===== src/rtl/anneal_pkg.sv =====
// Shared types and default sizing for the anneal sequencer and its timer.
package anneal_pkg;

  localparam int SWEEP_W_DEF     = 16;
  localparam int GAP_W_DEF       = 8;
  localparam int TIMEOUT_CYC_DEF = 1023;

  typedef enum logic [2:0] {
    ST_IDLE,
    ST_FIRE,
    ST_WAIT_NET,
    ST_MU,
    ST_GAP,
    ST_READ,
    ST_DONE
  } state_e;

  function automatic int max_int(input int a, input int b);
    return (a > b) ? a : b;
  endfunction

endpackage


===== src/rtl/anneal_sequencer_cycle_timer.sv =====
// Loadable down-counter shared by the inter-sweep gap and the network-wait watchdog.
module cycle_timer #(
  parameter int W = 8
) (
  input  logic         clk,
  input  logic         reset,
  input  logic         load,
  input  logic         enable,
  input  logic [W-1:0] load_val,
  output logic         expired
);

  logic [W-1:0] cnt_q, cnt_d;

  always_comb begin
    cnt_d = cnt_q;
    if (load) begin
      cnt_d = load_val;
    end else if (enable && (cnt_q != '0)) begin
      cnt_d = cnt_q - 1'b1;
    end
  end

  always_ff @(posedge clk) begin
    if (reset) begin
      cnt_q <= '0;
    end else begin
      cnt_q <= cnt_d;
    end
  end

  assign expired = (cnt_q == '0);

endmodule


===== src/rtl/anneal_sequencer.sv =====
// Sweep sequencer for the annealing neuron array: fire, settle, mu update, gap, readout.
// Define ANNEAL_SEQ_WATCHDOG_EN to build in the WAIT_NET watchdog and the timeout flag.
//
// state    | meaning
// IDLE     | waiting for start, config not yet latched
// FIRE     | one-cycle fire strobe to the neuron array
// WAIT_NET | waiting for the spike network to settle
// MU       | one-cycle mu-update strobe
// GAP      | idle gap of gap_cycles+1 cycles after a sweep
// READ     | readout requested, waiting for read_done
// DONE     | one-cycle run-complete pulse
module anneal_sequencer
  import anneal_pkg::*;
#(
  parameter int SWEEP_W     = SWEEP_W_DEF,
  parameter int GAP_W       = GAP_W_DEF,
  parameter int TIMEOUT_CYC = TIMEOUT_CYC_DEF
) (
  input  logic               clk,
  input  logic               reset,
  input  logic               start,
  input  logic               abort,
  input  logic [SWEEP_W-1:0] num_sweeps,
  input  logic [SWEEP_W-1:0] mu_period,
  input  logic [GAP_W-1:0]   gap_cycles,
  input  logic               network_done,
  input  logic               read_done,
  output logic               fire_pulse,
  output logic               mu_pulse,
  output logic               rd,
  output logic               busy,
  output logic               done,
  output logic               timeout,
  output logic [SWEEP_W-1:0] sweep_cnt
);

  localparam int WD_W  = $clog2(TIMEOUT_CYC + 1);
  localparam int TMR_W = max_int(GAP_W, WD_W);

  state_e             state_q, state_d;
  logic [SWEEP_W-1:0] num_q, mu_per_q, sweep_q, mu_cnt_q, mu_next;
  logic [GAP_W-1:0]   gap_q;
  logic               fire_q, mu_q, rd_q, busy_q, done_q;
  logic               latch, sweep_inc, mu_hit;
  logic               tmr_load, tmr_en, tmr_expired;
  logic [TMR_W-1:0]   tmr_val;
`ifdef ANNEAL_SEQ_WATCHDOG_EN
  logic               wd_trip;
  logic               timeout_q;
`endif

  // mu_cnt_q tracks sweeps since the last mu update, so the modulo test is a compare.
  assign mu_next = mu_cnt_q + 1'b1;
  assign mu_hit  = (mu_per_q != '0) && (mu_next == mu_per_q);

  always_comb begin
    state_d   = state_q;
    latch     = 1'b0;
    sweep_inc = 1'b0;
    tmr_load  = 1'b0;
    tmr_en    = 1'b0;
    tmr_val   = '0;
`ifdef ANNEAL_SEQ_WATCHDOG_EN
    wd_trip   = 1'b0;
`endif
    case (state_q)
      ST_IDLE: begin
        if (start) begin
          latch   = 1'b1;
          state_d = (num_sweeps == '0) ? ST_DONE : ST_FIRE;
        end
      end
      ST_FIRE: begin
        state_d = ST_WAIT_NET;
`ifdef ANNEAL_SEQ_WATCHDOG_EN
        tmr_load = 1'b1;
        tmr_val  = TMR_W'(TIMEOUT_CYC - 1);
`endif
      end
      ST_WAIT_NET: begin
        if (network_done) begin
          sweep_inc = 1'b1;
          if (mu_hit) begin
            state_d = ST_MU;
          end else begin
            state_d  = ST_GAP;
            tmr_load = 1'b1;
            tmr_val  = TMR_W'(gap_q);
          end
`ifdef ANNEAL_SEQ_WATCHDOG_EN
        end else if (tmr_expired) begin
          wd_trip = 1'b1;
          state_d = ST_DONE;
        end else begin
          tmr_en = 1'b1;
`endif
        end
      end
      ST_MU: begin
        state_d  = ST_GAP;
        tmr_load = 1'b1;
        tmr_val  = TMR_W'(gap_q);
      end
      ST_GAP: begin
        if (tmr_expired) begin
          state_d = (sweep_q == num_q) ? ST_READ : ST_FIRE;
        end else begin
          tmr_en = 1'b1;
        end
      end
      ST_READ: begin
        if (read_done) begin
          state_d = ST_DONE;
        end
      end
      ST_DONE: begin
        state_d = ST_IDLE;
      end
      default: begin
        state_d = ST_IDLE;
      end
    endcase

    if (abort) begin
      state_d   = ST_IDLE;
      latch     = 1'b0;
      sweep_inc = 1'b0;
      tmr_load  = 1'b0;
      tmr_en    = 1'b0;
`ifdef ANNEAL_SEQ_WATCHDOG_EN
      wd_trip   = 1'b0;
`endif
    end
  end

  // Outputs are decoded from the next state so every strobe is registered yet lines up with its state.
  always_ff @(posedge clk) begin
    if (reset) begin
      state_q  <= ST_IDLE;
      num_q    <= '0;
      mu_per_q <= '0;
      gap_q    <= '0;
      sweep_q  <= '0;
      mu_cnt_q <= '0;
      fire_q   <= 1'b0;
      mu_q     <= 1'b0;
      rd_q     <= 1'b0;
      busy_q   <= 1'b0;
      done_q   <= 1'b0;
    end else begin
      state_q <= state_d;
      fire_q  <= (state_d == ST_FIRE);
      mu_q    <= (state_d == ST_MU);
      rd_q    <= (state_d == ST_READ);
      busy_q  <= (state_d != ST_IDLE);
      done_q  <= (state_d == ST_DONE);
      if (latch) begin
        num_q    <= num_sweeps;
        mu_per_q <= mu_period;
        gap_q    <= gap_cycles;
        sweep_q  <= '0;
        mu_cnt_q <= '0;
      end else if (sweep_inc) begin
        sweep_q  <= sweep_q + 1'b1;
        mu_cnt_q <= mu_hit ? '0 : mu_next;
      end
    end
  end

`ifdef ANNEAL_SEQ_WATCHDOG_EN
  always_ff @(posedge clk) begin
    if (reset) begin
      timeout_q <= 1'b0;
    end else if (latch) begin
      timeout_q <= 1'b0;
    end else if (wd_trip) begin
      timeout_q <= 1'b1;
    end
  end

  assign timeout = timeout_q;
`else
  assign timeout = 1'b0;
`endif

  cycle_timer #(
    .W(TMR_W)
  ) u_timer (
    .clk      (clk),
    .reset    (reset),
    .load     (tmr_load),
    .enable   (tmr_en),
    .load_val (tmr_val),
    .expired  (tmr_expired)
  );

  assign fire_pulse = fire_q;
  assign mu_pulse   = mu_q;
  assign rd         = rd_q;
  assign busy       = busy_q;
  assign done       = done_q;
  assign sweep_cnt  = sweep_q;

endmodule


===== config.mk =====
export PLATFORM = sky130hd
export DESIGN_NAME = anneal_sequencer
export DESIGN_NICKNAME = d
export VERILOG_FILES = /design/src/rtl/anneal_pkg.sv /design/src/rtl/anneal_sequencer_cycle_timer.sv /design/src/rtl/anneal_sequencer.sv
export SDC_FILE = /design/constraint.sdc
export NUM_CORES = 1
export LEC_CHECK = 0
export BUFFER_PORTS_ARGS = -buffer_cell sky130_fd_sc_hd__buf_2
export CAP_MARGIN = 20
export CORE_MARGIN = 4
export CORE_UTILIZATION = 57
export CTS_CLUSTER_SIZE = 14
export DETAILED_ROUTE_END_ITERATION = 12
export PLACE_DENSITY = 0.8
export RECOVER_POWER = 100
export SLEW_MARGIN = 20
export SYNTH_ARGS = -nofsm -noshare
export SYNTH_HDL_FRONTEND = slang
export SYNTH_SLANG_ARGS = --single-unit

===== constraint.sdc =====
create_clock -name clk -period 3.82 [get_ports clk]
set_input_delay 0.191 -clock clk [delete_from_list [all_inputs] [get_ports clk]]
set_output_delay 0.191 -clock clk [all_outputs]
set_load 0.02 [all_outputs]

==> impl_summary.md <==
Min path
The min-delay analysis places its worst path in the category primary input to flop.

Clock tree
The clock tree from TritonCTS is built. In this run, CTS created clock tree buffers numbering 9. The number of hold buffers added after CTS was 0. The clock passes through at most 2 buffers. The clock sink count is 90.

The clock tree root driver cell is clkbuf_8. The clock network latency to the later pin of the worst-skew pair is 0.36 ns. The post-cts repair resize count is 0. The clock-pin slew on the worst setup and hold paths is 0.10 ns. The buffer count from post-CTS setup fixing is 0. The H-tree was split into 3 levels.

Detailed routing
The routed design has 12400 µm of wire. For this block, the via count after detailed routing is 4582. Once detail routing completed, the nets flagged for antenna violations numbered 0. The count of TritonRoute iterations in the first routing pass is 7. After the first detailed-routing iteration, the DRC count stood at 279. The average wire length per cell after detail routing is 16.7 µm.

The mean number of vias per cell is 6.13. The number of design rule violations left after detail routing is 0.

Synthesis
The post-synthesis instance total is 597. The count of cell types in the netlist is 61. The most used flip-flop cell after synthesis is dfxtp_1. The total number of yosys warnings is 0. Counting flops with an async set or reset pin after synthesis yields a share of 0%. For this run, the register share of the synthesized area comes to 38.2%.

The net count after synthesis is 646. The post-synth design cell area is 4720 µm². The mean area per synthesized cell is 7.91 µm². The post-synthesis sequential element count is 90. Yosys mapped a number of flops with a built-in enable equal to 0.

Finish
The number of filler cells placed in the layout is 692. Compared with the post-synthesis result, the final layout area differs by 10.9%. The total inserted antenna cells is 0. The fraction of final layout cells sized beyond drive strength 1 is 12.1%. The layout net count is 689.

STA
The routed design could run at a clock period as short as 3.52 ns. Timing would allow up to 284 MHz. Summed over all failing endpoints, the final setup total negative slack is 0 ns. The pin slew with the least headroom to its limit is 1.80 ns.

On the final layout, the worst clock skew is 0.0134 ns. The final number of setup-violating endpoints is 0. Setup repair after global routing left no endpoint under its margin. The number of pins with negative max-slew slack in the final report is 41. The post-route worst hold slack is 0.0562 ns. The worst slew slack as a fraction of its limit is -20.2%. The hold violation count in the final report is 0. The final critical-path share of the clock period is 92.2%.

Status
The final reports fail on max-capacitance violations, max-slew violations. The flow ran to the end, but the final reports show violations.

Placed design
Routability-driven placement finished with a final weighted congestion of 0.985. The number of buffers added on ports is 66. The placed wire-length estimate after detailed placement is 9100 µm.

Global route
For this run the aggregate overflow at the end of global routing stands at 0. The number of global-route vias before repair is 4303. The initial antenna violation count was 0. The global-route wire length before repair is 20300 µm. Global routing used 25.4% of the available tracks across all layers.

The largest net degree at the start of global routing is 52.

Critical path
The arrival time of data at the critical path endpoint is 3.78 ns. Data on the critical path is required at its endpoint by 4.07 ns. STA classifies the critical path endpoint as a flop. The worst setup path is launched from a flop. Along the worst path, the maximum fanout reaches 12.

The critical path start-end classification is flop to flop.

Floorplan
The floorplan has 32 rows. The count of pins on the block boundary is 68. For this configuration, the core starts out at a cell density of 59.9%. The die covers 9800 µm². The die is 99.0 µm tall. The core region area is 7890 µm². The die outline width is 99.0 µm.

Pwr
The net switching power is 0.507 mW. Cell internal power was estimated by the tool at 1.41 mW. The total power density per cell area is 366 nW/µm². The combinational share of power is 9.0%. Sequential cells account for 51.5% of the total power. The worst-case vdd ir drop is 225 µV. In this run, the clock network consumes 39.5% of the power. The leakage power total is 1.89 nW. In this run switching power makes up 26.5% of total power.

Job
The max-capacitance violation count is 1.
path summary, 6_finish.rpt:
| path | slack, ns | endpoint | cells after the start | from |
|---|---|---|---|---|
| min | 0.06 | gap_q[5] | 3 | gap_cycles[5] |
| max | 0.30 | mu_cnt_q[3] | 8 | mu_cnt_q[0] |
| max reg2reg | 0.30 | mu_cnt_q[3] | 8 | mu_cnt_q[0] |
| min reg2reg | 0.47 | gap_q[5] | 2 | gap_q[5] |
sequential cells by signal (all words and copies together) (netlist names):
register	count
sweep_cnt	16
mu_pulse	1
state_q	3
u_timer.cnt_q	10
busy	1
fire_pulse	1
num_q	16
gap_q	8
mu_per_q	16
done	1
mu_cnt_q	16
rd	1
worst max-delay path, cell delays in order, from the launching register on:
cell     delay (ns)
dfxtp_1        0.47
ha_1           0.27
nand3_1        0.25
nor3_1         0.47
xnor2_1        0.19
or4b_1         0.45
or4_1          0.79
a21o_1         0.26
a32o_1         0.25
cells by family after synthesis:
group / count (synthesis) / share of synthesized area (%)
compound gates: 134 / 18.2
flops: 90 / 38.2
fa+ha+maj: 3 / 0.795
mux: 3 / 0.742
xor+xnor: 53 / 9.99
buf+inv: 47 / 4.45
simple gates: 266 / 27.6
other cells: 1 / 0.0794
cell type report:
| cell class | instances | area [µm²] | area share (%) |
|---|---|---|---|
| Sequential cell | 90 | 1800 | 34.4 |
| Timing Repair Buffer | 72 | 338 | 6.45 |
| Clock inverter | 7 | 105 | 2.01 |
| Multi-Input combinational cell | 460 | 2710 | 51.8 |
| Clock buffer | 9 | 124 | 2.37 |
| Tap cell | 102 | 128 | 2.44 |
| Inverter | 7 | 26.3 | 0.502 |
per-layer routing:
layer / up-vias / global-route usage, % / share of wire (%) / routed length (µm)
li1: 2208 / - / - / -
met1: 2164 / 33.6 / 44 / 5540
met2: 187 / 41.3 / 47 / 5870
met3: 23 / 4.53 / 6.6 / 826
met4: 0 / 9.03 / 1.7 / 217
met5: - / 0 / 0 / 0
synth_stat cells, drive strengths merged (3+ instances only):
cell / instances / area, µm²
o21ai: 22 / 110
buf: 11 / 73.8
a21o: 3 / 22.5
a41oi: 4 / 35.0
and2: 3 / 18.8
nand4: 11 / 75.1
a21oi: 57 / 285
or2: 6 / 37.5
and4: 4 / 35.0
and3: 7 / 43.8
nor2: 36 / 135
xor2: 23 / 209
nor2b: 3 / 18.8
or3: 8 / 50.1
or4: 4 / 30.0
xnor2: 30 / 263
a32o: 10 / 100
nand2: 114 / 428
nand3: 24 / 120
nor4: 19 / 134
clkbuf: 29 / 110
dfxtp: 90 / 1800
ha: 3 / 37.5
o22ai: 7 / 43.8
inv: 7 / 26.3
o211ai: 6 / 45.0
nor3: 18 / 90.1
power by group through the flow:
stage / Clock (mW) / Combinational, mW / Sequential [mW]
6_report: 0.756 / 0.172 / 0.986
5_1_grt: 0.811 / 0.190 / 0.989
3_5_place_dp: 0 / 0.171 / 1.01
4_1_cts: 0.765 / 0.172 / 0.986
2_1_floorplan: 0 / 0.117 / 0.999
3_3_place_gp: 0 / 0.169 / 1.01
through the flow:
stage	power, mW	instances	cell area, µm²	util (%)	worst slack [ns]
after global placement	1.18	731	5050	64.0	0.478
after floorplan	1.12	597	4720	-	0.810
after CTS	1.92	747	5280	66.9	0.334
after detailed placement	1.18	731	5050	64.0	0.379
after global routing	1.99	747	5240	66.4	0.135
final	1.91	747	5240	66.4	0.297
cell usage in the layout (no fill, tap or decap), types with 3 or more instances in the layout:
cell      count
inv_6         3
clkbuf_1     24
a41oi_1       4
nand4_1      10
and3_1        7
o22ai_1       7
and4_1        4
a32o_1       10
nor2b_1       3
xor2_1       22
buf_2        45
clkbuf_8      9
inv_1         7
dfxtp_1      90
or2_2         6
o211ai_1      6
a21o_1        3
and2_1        3
nor4_1       17
nand2_1     114
ha_1          3
or4_1         4
nand3_1      24
nor2_1       35
buf_4         3
nor3_1       18
a21oi_1      57
or3_1         8
xnor2_1      30
o21ai_0      21
Note: power is estimated with default switching activity, not from simulation.
